===== src/rtl/encoder_if.sv =====
// encoder_if: transmit-side bundle between the GMII-facing logic and the PCS
// transmit encoder, plus the 4D PAM5 symbol lanes going to the PMA/DAC.
//   io_tx_enable        frame-active strobe (GMII TX_EN)
//   io_tx_mode          1 = SEND_N (normal), 0 = SEND_Z (transmit zeros)
//   io_tx_error         GMII TX_ER
//   io_tx_data[7:0]     transmit byte
//   io_n[31:0]          free-running symbol counter
//   io_n0[31:0]         scrambler reload time and seed
//   io_loc_rcvr_status  1 = local receiver OK
//   io_A..io_D[2:0]     two's-complement PAM5 symbols (+2..-2)
interface encoder_if;
  logic        io_tx_enable;
  logic        io_tx_mode;
  logic        io_tx_error;
  logic [7:0]  io_tx_data;
  logic [31:0] io_n;
  logic [31:0] io_n0;
  logic        io_loc_rcvr_status;
  logic [2:0]  io_A;
  logic [2:0]  io_B;
  logic [2:0]  io_C;
  logic [2:0]  io_D;

  modport master (
    output io_tx_enable, io_tx_mode, io_tx_error, io_tx_data,
           io_n, io_n0, io_loc_rcvr_status,
    input  io_A, io_B, io_C, io_D
  );

  modport slave (
    input  io_tx_enable, io_tx_mode, io_tx_error, io_tx_data,
           io_n, io_n0, io_loc_rcvr_status,
    output io_A, io_B, io_C, io_D
  );
endinterface


===== src/rtl/encoder.sv =====
// encoder: 1000BASE-T-style PCS transmit encoder. One byte per clock in, one
// registered 4D PAM5 symbol (lanes A..D) per clock out.
//   clock  sole clock, rising edge
//   reset  asynchronous, active-high
//   bus    encoder_if.slave: transmit controls/data in, symbol lanes out
// MASTER selects the side-stream scrambler polynomial:
//   1 = 1+x^13+x^33, 0 = 1+x^20+x^33.
// The symbol registered at an edge is the one belonging to the state being
// entered at that edge, so SSD1 appears right after TX_EN is first sampled.
module encoder #(
  parameter bit MASTER = 1'b1
) (
  input  logic     clock,
  input  logic     reset,
  encoder_if.slave bus
);

  typedef enum logic [2:0] {
    IDLE, SSD1, SSD2, DATA, CSR1, CSR2, ESD1, ESD2
  } state_t;

  localparam logic [2:0] SYM_P2 = 3'b010;
  localparam logic [2:0] SYM_P1 = 3'b001;
  localparam logic [2:0] SYM_Z  = 3'b000;
  localparam logic [2:0] SYM_M1 = 3'b111;
  localparam logic [2:0] SYM_M2 = 3'b110;

  state_t            state_q, state_d;
  logic [32:0]       scr_q, scr_d;
  logic [2:0]        cs_q, cs_d;
  logic [3:0][2:0]   sym_q, sym_d;   // index 0 = lane A

  logic        fb;
  logic [3:0]  sx, sy;
  logic [7:0]  sd;
  logic        upd_cs;

  // PAM5 lane mapping; p=1 removes the outer levels on lane A and negates
  // the other three lanes so the parity is carried by the symbol subset.
  function automatic logic [2:0] map_lane(input logic lane_a, input logic p,
                                          input logic [1:0] v);
    logic [2:0] s;
    case (v)
      2'b00:   s = SYM_P2;
      2'b01:   s = SYM_P1;
      2'b10:   s = SYM_M1;
      default: s = SYM_M2;
    endcase
    if (p) begin
      if (lane_a) s = (v == 2'b01) ? SYM_P1 : (v == 2'b10) ? SYM_M1 : SYM_Z;
      else        s = 3'(~s + 3'd1);
    end
    return s;
  endfunction

  // Side-stream scrambler and its derived bits.
  always_comb begin
    fb = MASTER ? (scr_q[12] ^ scr_q[32]) : (scr_q[19] ^ scr_q[32]);
    if (bus.io_n == bus.io_n0) scr_d = {1'b1, bus.io_n0};
    else                       scr_d = {scr_q[31:0], fb};

    sy = {scr_q[9] ^ scr_q[14] ^ scr_q[19] ^ scr_q[24],
          scr_q[6] ^ scr_q[16],
          scr_q[3] ^ scr_q[8],
          scr_q[0]};
    sx = {scr_q[13] ^ scr_q[15] ^ scr_q[23] ^ scr_q[25],
          scr_q[10] ^ scr_q[12] ^ scr_q[20] ^ scr_q[22],
          scr_q[7] ^ scr_q[9] ^ scr_q[12] ^ scr_q[14],
          scr_q[4] ^ scr_q[6]};
  end

  // Framing FSM, symbol generation and convolutional encoder.
  always_comb begin
    // NOTE: every output of this block gets a default first, so no path
    // through the case statements can leave a value unassigned (no latches).
    state_d = state_q;
    sd      = 8'h00;
    upd_cs  = 1'b0;
    cs_d    = 3'b000;
    sym_d   = '0;

    case (state_q)
      IDLE: if (bus.io_tx_enable && bus.io_loc_rcvr_status) state_d = SSD1;
      SSD1: state_d = SSD2;
      SSD2: state_d = DATA;
      DATA: state_d = bus.io_tx_enable ? DATA : CSR1;
      CSR1: state_d = CSR2;
      CSR2: state_d = ESD1;
      ESD1: state_d = ESD2;
      default: state_d = IDLE;
    endcase
    if (!bus.io_tx_mode) state_d = IDLE;

    case (state_d)
      IDLE: begin
        for (int k = 0; k < 4; k++)
          sym_d[k] = sx[k] ? SYM_Z : (sy[k] ? SYM_M2 : SYM_P2);
      end
      SSD1, ESD1: sym_d = {SYM_P2, SYM_P2, SYM_P2, SYM_P2};
      SSD2:       sym_d = {SYM_M2, SYM_P2, SYM_P2, SYM_P2};
      ESD2: begin
        if (bus.io_tx_error) sym_d = {SYM_P2, SYM_P2, SYM_P2, SYM_M2};
        else                 sym_d = {SYM_M2, SYM_P2, SYM_P2, SYM_P2};
      end
      DATA: begin
        upd_cs = 1'b1;
        if (bus.io_tx_error) begin
          // Error symbol; the trellis still advances with Sd[7:6] = 0.
          sym_d = {SYM_P2, SYM_P2, SYM_P2, SYM_M2};
        end else begin
          sd = bus.io_tx_data ^ {sx, sy};
          for (int k = 0; k < 4; k++)
            sym_d[k] = map_lane(k == 0, cs_q[0], sd[2*k +: 2]);
        end
      end
      default: begin  // CSR1, CSR2: feeding cs back drives it to 000
        upd_cs = 1'b1;
        sd = {cs_q[1], cs_q[0], 6'b0} ^ {2'b00, sx[1:0], sy};
        for (int k = 0; k < 4; k++)
          sym_d[k] = map_lane(k == 0, cs_q[0], sd[2*k +: 2]);
      end
    endcase

    if (upd_cs) cs_d = {sd[7] ^ cs_q[1], sd[6] ^ cs_q[0], cs_q[2]};
    if (!bus.io_tx_mode) sym_d = '0;
  end

  // NOTE: sequential state uses non-blocking assignments so every flop
  // samples the values from before the edge, independent of statement order.
  always_ff @(posedge clock or posedge reset) begin
    if (reset) begin
      state_q <= IDLE;
      scr_q   <= '1;
      cs_q    <= 3'b000;
      sym_q   <= '0;
    end else begin
      state_q <= state_d;
      scr_q   <= scr_d;
      cs_q    <= cs_d;
      sym_q   <= sym_d;
    end
  end

  assign bus.io_A = sym_q[0];
  assign bus.io_B = sym_q[1];
  assign bus.io_C = sym_q[2];
  assign bus.io_D = sym_q[3];

endmodule


===== src/flat_wrapper.sv =====
// flat-port wrapper written by rule: the top's interface ports become plain ports
module encoder_flat 
#(
  parameter bit MASTER = 1'b1
)
  (clock, reset, bus_io_tx_enable, bus_io_tx_mode, bus_io_tx_error, bus_io_tx_data, bus_io_n, bus_io_n0, bus_io_loc_rcvr_status, bus_io_A, bus_io_B, bus_io_C, bus_io_D);
  encoder_if bus_i ();
  input  logic clock;
  input  logic reset;
  input wire logic [$bits(bus_i.io_tx_enable)-1:0] bus_io_tx_enable;
  input wire logic [$bits(bus_i.io_tx_mode)-1:0] bus_io_tx_mode;
  input wire logic [$bits(bus_i.io_tx_error)-1:0] bus_io_tx_error;
  input wire logic [$bits(bus_i.io_tx_data)-1:0] bus_io_tx_data;
  input wire logic [$bits(bus_i.io_n)-1:0] bus_io_n;
  input wire logic [$bits(bus_i.io_n0)-1:0] bus_io_n0;
  input wire logic [$bits(bus_i.io_loc_rcvr_status)-1:0] bus_io_loc_rcvr_status;
  output wire logic [$bits(bus_i.io_A)-1:0] bus_io_A;
  output wire logic [$bits(bus_i.io_B)-1:0] bus_io_B;
  output wire logic [$bits(bus_i.io_C)-1:0] bus_io_C;
  output wire logic [$bits(bus_i.io_D)-1:0] bus_io_D;
  assign bus_i.io_tx_enable = bus_io_tx_enable;
  assign bus_i.io_tx_mode = bus_io_tx_mode;
  assign bus_i.io_tx_error = bus_io_tx_error;
  assign bus_i.io_tx_data = bus_io_tx_data;
  assign bus_i.io_n = bus_io_n;
  assign bus_i.io_n0 = bus_io_n0;
  assign bus_i.io_loc_rcvr_status = bus_io_loc_rcvr_status;
  assign bus_io_A = bus_i.io_A;
  assign bus_io_B = bus_i.io_B;
  assign bus_io_C = bus_i.io_C;
  assign bus_io_D = bus_i.io_D;
  encoder #(.MASTER(MASTER)) u_core (.clock(clock), .reset(reset), .bus(bus_i));
endmodule

===== config.mk =====
export PLATFORM = sky130hd
export DESIGN_NAME = encoder_flat
export DESIGN_NICKNAME = d
export VERILOG_FILES = /design/src/rtl/encoder_if.sv /design/src/rtl/encoder.sv /design/src/flat_wrapper.sv
export SDC_FILE = /design/constraint.sdc
export NUM_CORES = 1
export LEC_CHECK = 0
export CAP_MARGIN = 20
export CORE_MARGIN = 2
export CORE_UTILIZATION = 52
export DETAILED_ROUTE_END_ITERATION = 12
export GPL_TIMING_DRIVEN = 0
export PLACE_DENSITY = 0.83
export RECOVER_POWER = 25
export SYNTH_ARGS = -nofsm -noshare
export SYNTH_HDL_FRONTEND = slang
export SYNTH_SLANG_ARGS = --single-unit

===== constraint.sdc =====
create_clock -name clock -period 4.31 [get_ports clock]
set_clock_uncertainty 0.15 [all_clocks]
set_input_delay 1.293 -clock clock [delete_from_list [all_inputs] [get_ports clock]]
set_output_delay 1.293 -clock clock [all_outputs]
set_load 0.005 [all_outputs]

==> out/results.md, run 1 <==
* number of resized instances in the post-cts repair step: 0
* post-route core utilization: 70.7%
* Post-CTS Setup Bufs: 0
* area share of xor/xnor cells in the synthesized design: 17.6%
* worst path required time: 4.40 ns
* Critical path origin: bus_io_tx_data[7]
* TritonCTS clock tree: yes
* Setup Crit Path Kind: in -> reg
* antenna violation net count after detailed routing: 0
* max frequency: 304 MHz
* Max rail drop VDD: 0.000153 V
* pin count of the biggest net entering global routing: 37
* synthesized area per cell: 11.4 µm²
* ranking of synthesized cells by instance count: xnor2_1, dfstp_2, mux2_4, ha_1, inv_1
* number of hold violations in the final report: 0
* post-route minimum period: 3.29 ns
* dominant combinational cell family by area after synthesis: XOR/XNOR gates
* initial DRC count: 63
* area share of the largest cell type after synthesis: 25.7%
* R2R Path Start: u_core.scr_q[15]
* cell type with the highest aggregate area in the netlist: dfstp_2
* die outline height: 84.5 µm
* antenna cell count: 0
* crit start category: input pin
* detailed placement HPWL: 6470 µm
* ratio of cells with drive above 1 in the final layout: 21.4%
* Boundary Pins: 90
* clock input transition at the sequential cells of the worst setup and hold paths: 0.11 ns
* EDFF count, synth: 0
* fraction of the mapped netlist area in adder cells: 7.79%
* core area: 0.00631 mm²
* complex-gate fraction of the synthesized area: 9.05%
* first-pass GRT wire length: 12800 µm
* via density per instance: 5.36
* reg2reg path depth: 9
* Vias: 2513
* Routed WL: 7890 µm
* crit path DAT: 3.38 ns
* Clock Sinks: 51
* type of destination of the critical path: register
* Worst Hold Slack: 0.349 ns
* starting density of the core: 53.4%
* synthesized flop and latch total: 51
* number of levels the H-tree was split into: 2
* async set-reset flop share out of synthesis: 100%
* Syn Std Cell Area: 0.00337 mm²
* final RePlAce weighted congestion: 0.939
* Total GRT Usage: 22.8%
* count of max-cap constraint violations: 0
* kind of path behind the tightest hold check: reg -> reg
* Nets: 490
* yosys warns: 0
* number of buffers on the longest clock path: 2
* worst slew slack as a fraction of its limit: 56.6%
* GRT overflow: 0
* P&R area growth vs syn: 32.4%
* leakage component of the power: 0.00194 µW
* syn nets: 394
* biggest cell delay along the critical path: 0.46 ns
* number of instances in the synthesized netlist: 295
* antenna violations before repair: 0
* CTS root buffer: clkbuf_8
* critical path fanouts, max: 4
* fraction of the yosys area taken by sequential cells: 39.1%
* overall die width: 84.5 µm
* average routed wire per standard cell: 16.8 µm
* Worst-Margin Slew: 0.651 ns
* Synth Area in Simple Gates: 6.71%
* unrepaired setup endpoints after global routing: no
* Pre-antenna DRT Iters: 4
* capturing point of the worst reg2reg path: u_core.bus.io_D[2]
* number of global-route vias before repair: 2679
* Register-to-Register Setup Slack: 1.69 ns
* Max Slew Vio Count: 0
* flip-flop cell with the highest count after synthesis: dfstp_2
* Hold Buf Count CTS: 0
* ranking of synthesized cells by area: dfstp_2, xnor2_1, dfrtp_1
* worst skew pair latency: 0.32 ns
* cts bufs inserted: 5
* most frequent cell after synthesis: xnor2_1
* DIE AREA: 0.00715 mm²
* list of cells traversed by the critical path: clkdlybuf4s50_1, xnor3_1, inv_1, ha_1, a21boi_0, xnor2_1, nand3_1, o21a_1, o21ai_0
* fraction of the cycle the final worst path needs: 76.4%
* Port-buffer cells: 88
* fraction of synthesized area in multiplexers: 15.7%
* count of unique library cells instantiated by Yosys: 39
* row count: 29
* number of setup violations in the final report: 0
* CP max-delay cell: clkdlybuf4s50_1
* status: completed
* setup_tns: 0 ns
* Power Density: 223 mW/mm²
* drt drc: 0
* CP endpoint: u_core.bus.io_D[2]
-- cell families after synthesis --
family | after synthesis
simple gates | 42
compound gates | 51
xor+xnor | 62
mux | 38
flops | 51
buf+inv | 30
fa+ha+maj | 21
-- final cells by class --
| class | instances | area (µm²) |
|---|---|---|
| Clock inverter | 3 | 27.5 |
| Clock buffer | 5 | 68.8 |
| Sequential cell | 51 | 1320 |
| Multi-Input combinational cell | 214 | 1920 |
| Fill cell | 482 | 1850 |
| Inverter | 21 | 78.8 |
| Tap cell | 77 | 96.3 |
| Buffer | 9 | 60.1 |
| Timing Repair Buffer | 89 | 901 |
-- how the worst min path moves through the flow --
| stage | start | to | slack (ns) | cells after the start |
|---|---|---|---|---|
| floorplan | u_core.cs_q[2] | u_core.cs_q[0] | 0.30 | 1 |
| global placement | u_core.cs_q[2] | u_core.cs_q[0] | 0.31 | 1 |
| detailed placement | u_core.cs_q[2] | u_core.cs_q[0] | 0.33 | 1 |
| CTS | u_core.scr_q[31] | u_core.scr_q[32] | 0.35 | 1 |
| global route | u_core.scr_q[31] | u_core.scr_q[32] | 0.37 | 1 |
| finish | u_core.scr_q[31] | u_core.scr_q[32] | 0.35 | 1 |
-- sequential cells by signal, indices dropped and copies added (netlist names) --
name	cells
u_core.bus.io_A	3
u_core.bus.io_B	3
u_core.bus.io_C	3
u_core.bus.io_D	3
u_core.cs_q	3
u_core.scr_q	33
u_core.state_q	3
-- critical path, delay by kind of cell --
kind | cells | cell delay [ns]
AND/OR/NAND/NOR | 1 | 0.09
buffers and inverters | 2 | 0.60
adder cells (fa/ha/maj) | 1 | 0.27
XOR/XNOR | 2 | 0.59
AO/OA/AOI/OAI | 3 | 0.53
-- metrics by stage --
stage	setup slack, ns	total power (µW)	instances	instance area, µm²
2_1_floorplan	1.39	578	295	3370
3_3_place_gp	0.733	688	460	4350
3_5_place_dp	0.682	695	461	4370
4_1_cts	1.01	996	469	4470
5_1_grt	0.901	1030	469	4470
6_report	1.02	995	469	4470
-- placed cells by master, fill, tap and decap left out, types with 4 or more instances in the layout --
cell,instances
a21oi_1,14
a31oi_1,5
clkbuf_8,5
clkdlybuf4s50_1,87
dfrtp_1,18
dfstp_2,33
ha_1,21
inv_1,21
mux2_4,29
mux2i_1,6
nand2_1,6
nand2b_1,5
nand3_1,9
nand4_1,8
nor2_1,6
o21ai_0,17
o22ai_1,4
xnor2_1,52
xor2_1,5
-- where the power goes --
| part | switching [µW] | internal (µW) |
|---|---|---|
| Sequential | 2.42 | 487 |
| Clock | 188 | 121 |
| Combinational | 81.2 | 115 |
| Total | 272 | 724 |
-- metal layers --
metal / global-route usage [%] / part of all wire [%]
met1: 27.7 / 41
met2: 40.1 / 51
met3: 4.52 / 6.0
met4: 8.37 / 2.2
met5: 0 / 0
Note: power is estimated with default switching activity, not from simulation.
==> run 2: changes to the inputs <==
- CORE_UTILIZATION: 52 -> 49
- PLACE_DENSITY: 0.83 -> 0.79
- clock period: 4.31 -> 3.4 ns (I/O delays scaled with it)
==> out/results.md, run 2 (synthesis results as in run 1) <==
* core area: 0.00672 mm², +6.4%
* biggest cell delay along the critical path: 0.46 ns, about the same
* final RePlAce weighted congestion: 0.909, -3.1%
* Port-buffer cells: 88, unchanged
* unrepaired setup endpoints after global routing: no
* Routed WL: 7560 µm, -4.2%
* crit path DAT: 3.10 ns, -0.28 ns
* flip-flop count of the largest register after layout: 33, unchanged
* antenna cell count: 0, unchanged
* Max rail drop VDD: 0.000160 V, +4.7%
* count of max-cap constraint violations: 0, unchanged
* Nets: 490, unchanged
* worst skew pair latency: 0.31 ns, about the same
* number of buffers on the longest clock path: 2, unchanged
* Hold Buf Count CTS: 0, unchanged
* overall power after layout: 1290 µW, +30%
* setup_tns: 0 ns, unchanged
* first-pass GRT wire length: 12200 µm, -4.4%
* crit start category: input pin
* via density per instance: 5.21, -2.7%
* number of levels the H-tree was split into: 2, unchanged
* average routed wire per standard cell: 16.0 µm, -4.8%
* starting density of the core: 50.2%, -3.2 points
* worst path required time: 3.48 ns, -0.92 ns
* Top reg by flops: u_core.scr_q
* post-route minimum period: 3.03 ns
* Sw Ratio: 24.6%, -2.6 points
* Setup Crit Path Kind: in -> reg
* number of global-route vias before repair: 2546, -5.0%
* most frequent standard cell in the layout excluding fill and tap cells: clkdlybuf4s50_1
* initial DRC count: 68, +7.9%
* relative contribution of sequential cells to total power: 48.0%, -1.2 points
* pin count of the biggest net entering global routing: 36, -2.7%
* Total GRT Usage: 20.9%, -1.9 points
* list of cells traversed by the critical path: clkdlybuf4s50_1, xnor3_1, inv_1, ha_1, a21boi_0, xnor2_1, nand3_1, o21a_1, o21ai_0
* commonest cells after routing, fill and taps aside: clkdlybuf4s50_1, xnor2_1, dfstp_2
* status: completed
* number of resized instances in the post-cts repair step: 0, unchanged
* Internal: 975 µW, +35%
* clock input transition at the sequential cells of the worst setup and hold paths: 0.10 ns, about the same
* net switching power: 319 µW, +17%
* drt drc: 0, unchanged
* kind of path behind the tightest hold check: reg -> reg
* die outline height: 87.0 µm, +2.9%
* row count: 30, +3.4%
* Post-CTS Setup Bufs: 0, unchanged
* CTS root buffer: clkbuf_8
* Boundary Pins: 90, unchanged
* Power Density: 289 mW/mm², +30%
* Clock Sinks: 51, unchanged
* fill count: 527, +9.3%
* TritonCTS clock tree: yes
* Max Slew Vio Count: 0, unchanged
* fraction of the cycle the final worst path needs: 89.0%
* number of hold violations in the final report: 0, unchanged
* max frequency: 330 MHz
* overall die width: 87.0 µm, +2.9%
* Worst Hold Slack: 0.339 ns, -0.00985 ns
* antenna violation net count after detailed routing: 0, unchanged
* CP max-delay cell: clkdlybuf4s50_1
* DIE AREA: 0.00756 mm², +5.8%
* Pre-antenna DRT Iters: 4, unchanged
* number of setup violations in the final report: 0, unchanged
* critical path fanouts, max: 4, unchanged
* detailed placement HPWL: 6170 µm, -4.6%
* type of destination of the critical path: register
* worst slew slack as a fraction of its limit: 44.0%, -13 points
* Vias: 2461, -2.1%
* ratio of cells with drive above 1 in the final layout: 21.4%, unchanged
* GRT overflow: 0, unchanged
* cts bufs inserted: 5, unchanged
* portion of total power attributed to the clock network: 33.1%, +2.1 points
* P&R area growth vs syn: 32.7%
* Worst-Margin Slew: 0.841 ns, +0.190 ns
* antenna violations before repair: 0, unchanged
* leakage component of the power: 0.00194 µW, +0.42%
* combinational power share: 18.9%, -0.9 points
## run 2: cell types whose count changed in the layout (fill, tap and decap cells not counted)
cell        previous run  this run
buf_12                 1         0
clkbuf_16              0         1
clkbuf_2               0         1
clkbuf_8               5         6
clkinvlp_4             1         0
inv_8                  1         0
## run 2: area by class of cell
class,instances,area [µm²],area share (%)
flip-flops and latches,51,1320,29.4
plain buffers,9,60.1,1.34
well taps,80,100,2.24
repair buffers,89,886,19.8
inverters,21,78.8,1.76
clock buffers,7,108,2.40
multi-input cells,214,1920,42.8
clock inverters,1,8.76,0.196
## run 2: final timing paths
check | from | to | slack [ns] | depth (start not counted)
worst max-delay path | bus_io_tx_data[7] | u_core.bus.io_D[2] | 0.37 | 9
min in group asynchronous | reset | u_core.cs_q[2] | 1.05 | 2
worst min-delay path | u_core.cs_q[2] | u_core.cs_q[0] | 0.34 | 1
worst min register to register | u_core.cs_q[2] | u_core.cs_q[0] | 0.34 | 1
worst max register to register | u_core.scr_q[20] | u_core.bus.io_D[2] | 0.79 | 8
max in group asynchronous | reset | u_core.bus.io_B[0] | 0.83 | 3
## run 2: stage by stage
step	setup slack (ns)	utilization (%)	area [µm²]	cells
6_report	0.373	66.6	4480	472
5_1_grt	0.285	66.6	4480	472
4_1_cts	0.376	66.8	4490	472
3_5_place_dp	0.0641	65.1	4370	464
3_3_place_gp	0.0828	64.8	4350	463
2_1_floorplan	0.753	-	3370	295
## run 2: metal layers
layer  track usage (%)  vias to the layer above  share of wire (%)
li1                  -                     1202                  -
met1              25.5                     1155                 43
met2              37.7                       95                 50
met3              4.08                        9                5.3
met4              5.11                        0                1.5
met5                 0                        -                  0
## run 2: power groups by stage
stage               Clock, µW  Combinational [µW]  Sequential (µW)
floorplan                   0                 101              631
CTS                       434                 249              620
detailed placement          0                 248              631
global route              453                 269              621
finish                    428                 245              620
global placement            0                 241              630
## run 2: critical path, delay by kind of cell
kind	cells	cell delay, ns
AOI/OAI and AO/OA	3	0.52
and+or+nand+nor	1	0.10
buffers and inverters	2	0.60
adders and majority gates	1	0.27
xor gates and xnor gates	2	0.61
==> RTL change: new RTL, settings of run 2 <==
Make the reset (`reset`) synchronous in one clocked block. Comments in the files are not updated.
--- a/src/rtl/encoder.sv
+++ b/src/rtl/encoder.sv
@@ -128,5 +128,5 @@
   // NOTE: sequential state uses non-blocking assignments so every flop
   // samples the values from before the edge, independent of statement order.
-  always_ff @(posedge clock or posedge reset) begin
+  always_ff @(posedge clock) begin
     if (reset) begin
       state_q <= IDLE;
Formal check against the unedited RTL: differs if reset is asserted again (counterexample within 4 cycles, from zero or initial values and one cycle with reset high); with reset held inactive, the same outputs for 10 cycles.
==> RTL change against run 2 <==
Clock power shrank 21%; synthesized area shrank 3.8%; global-route usage grew 2.3 points; critical path type unchanged; sequential share of layout area shrank 5.7 points; design area shrank 3.8%; fmax grew 3.6%; sequential cell count is the same; worst setup slack gained 0.10 ns; routed wire length grew 6.6%; total power shrank 8.8%; combinational power shrank 4%.
==> RTL change: results (changes against run 2) <==
Parameter                              Value

Status
  Run status ... finished clean

Clocking
  CTS-repair resized insts ... 0 (unchanged)
  Cell chosen for the clock root ... clkbuf_8
  Max Root-Sink Buffers ... 2 (unchanged)
  Skew-Pair Late Insertion Delay ... 0.31 ns (about the same)
  Inserted Clock Buffers ... 5 (unchanged)
  Clk pin slew, worst setup/hold paths ... 0.10 ns (about the same)
  CTS HTree Levels ... 2 (unchanged)
  Post-CTS Setup Bufs ... 0 (unchanged)

Logic synthesis
  Most used DFF post-synth ... dfxtp_1
  Number of distinct standard cells referenced by the synthesized netlist ... 44 (+13%)
  Number of warnings printed during yosys synthesis ... 0 (unchanged)
  Share of synthesized area occupied by flip-flops and latches ... 31.46% (-7.6 points)
  Post-Syn Nets ... 469 (+19%)
  Share of flip-flops with an asynchronous set or reset ... 0% (-100 points)
  Largest cells by area after synthesis ... dfxtp_1 (31%), mux2i_1 (11%), xor2_1 (11%)
  Top cell types by occurrence after synthesis ... nor2_1 (77), dfxtp_1 (51), xor2_1 (39), mux2i_1 (35), ha_1 (21)

Detailed routing
  1st-iter DRT viols ... 88 (+29%)
  Total wire length after detailed routing ... 8060 um (+6.6%)
  Number of detailed-route iterations in the first pass ... 4 (unchanged)
  Vias per Instance ... 5.245 (+0.60%)

Finish
  Diode insertion count for antenna repair ... 0 (unchanged)
  Number of nets in the layout ... 565 (+15%)
  Largest register by flop count ... u_core.scr_q
  Max reg flops ... 33 (unchanged)
  Fraction of final layout cells sized beyond drive strength 1 ... 5.376% (-16 points)

Min path
  HP Class ... reg2reg

GRT
  Total routing usage reported by global routing ... 23.24% (+2.3 points)
  First-pass GRT wire length ... 13540 um (+11%)
  Initial antenna violation count ... 0 (unchanged)
  Number of global-route vias before repair ... 2968 (+17%)
  Largest net degree at the start of global routing ... 15 (-58%)

Timing
  Relative slew slack ... 62.36% (+18 points)
  Final count of negative-setup-slack endpoints ... 0 (unchanged)
  Total Negative Setup Slacks ... 0 ns (unchanged)

Worst setup path
  Critical path fanouts, max ... 10 (+6)

Placement
  Routability Congestion ... 0.9123 (+0.32%)
  Port buffer count ... 89 (+1.1%)
  DP Wirelength ... 6414 um (+3.9%)

Power
  VDD IR max ... 0.1589 mV (-0.88%)
  Leakage component of the power ... 1.720 nW (-11%)
RTL change: changes by cell type after synthesis, moves of 6 or more:
cell,delta
nor2_1,+71
dfxtp_1,+51
xnor2_1,-34
xor2_1,+34
dfstp_2,-33
mux2_4,-29
mux2i_1,+29
dfrtp_1,-18
o21ai_0,-12
clkbuf_1,+9
inv_1,-6
nand4_1,-6
nor4_1,+6
RTL change: area by class of cell:
cell class	instances	area (um2)
fillers	558	2082
multi-input cells	284	2073
flip-flops and latches	51	1021
repair buffers	89	890.9
well taps	77	96.34
inverters	20	75.07
plain buffers	15	71.32
clock buffers	5	68.82
clock inverters	1	7.507
RTL change: where the power goes:
part	switching, mW	leakage [nW]	total (mW)	internal [mW]
combinational	0.102	1.27	0.235	0.133
clock	0.200	0.0361	0.338	0.137
sequential	0.00347	0.414	0.607	0.604
total	0.306	1.72	1.18	0.874
RTL change: metrics by stage:
stage	cells	setup WS (ns)	hold slack (ns)	instance area, um2	utilization (%)
after detailed placement	536	0.1306	0.2639	4233	66.28
after CTS	542	0.4600	0.2759	4309	67.48
after global routing	542	0.3411	0.2916	4304	67.40
after floorplan	370	0.8562	0.2399	3246	-
after global placement	536	0.1217	0.2466	4233	66.28
final	542	0.4773	0.2812	4304	67.40
RTL change: metal layers:
metal  global-route usage, %  vias to the layer above  routed length (um)
met3                   4.864                       13                 488
met1                   26.80                     1302                3344
met5                       0                        -                   0
met2                   42.47                      103                4086
met4                   7.648                        0                 140
li1                        -                     1425                   -
RTL change: critical path: stages:
cell,delay [ns]
clkdlybuf4s50_1,0.43
xor2_1,0.18
nor4_1,0.37
nand4_1,0.20
nor2_2,0.30
buf_4,0.28
mux2i_1,0.23
RTL change: cells by family after synthesis:
group | count (synthesis) | share of synthesized area [%]
xor gates and xnor gates | 62 | 18.08
DFF | 51 | 31.46
muxes | 38 | 11.84
AOI/OAI and AO/OA | 49 | 10.26
buffers and inverters | 35 | 4.510
and+or+nand+nor | 114 | 15.77
adders and majority gates | 21 | 8.096
RTL change: final timing paths:
kind | endpoint | startpoint | cells after the start | slack, ns
setup reg to reg | u_core.bus.io_D[1] | u_core.scr_q[12] | 8 | 1.05
hold reg to reg | u_core.cs_q[0] | u_core.cs_q[2] | 2 | 0.28
hold / removal | u_core.cs_q[0] | u_core.cs_q[2] | 2 | 0.28
setup / recovery | u_core.scr_q[15] | bus_io_n0[27] | 7 | 0.48
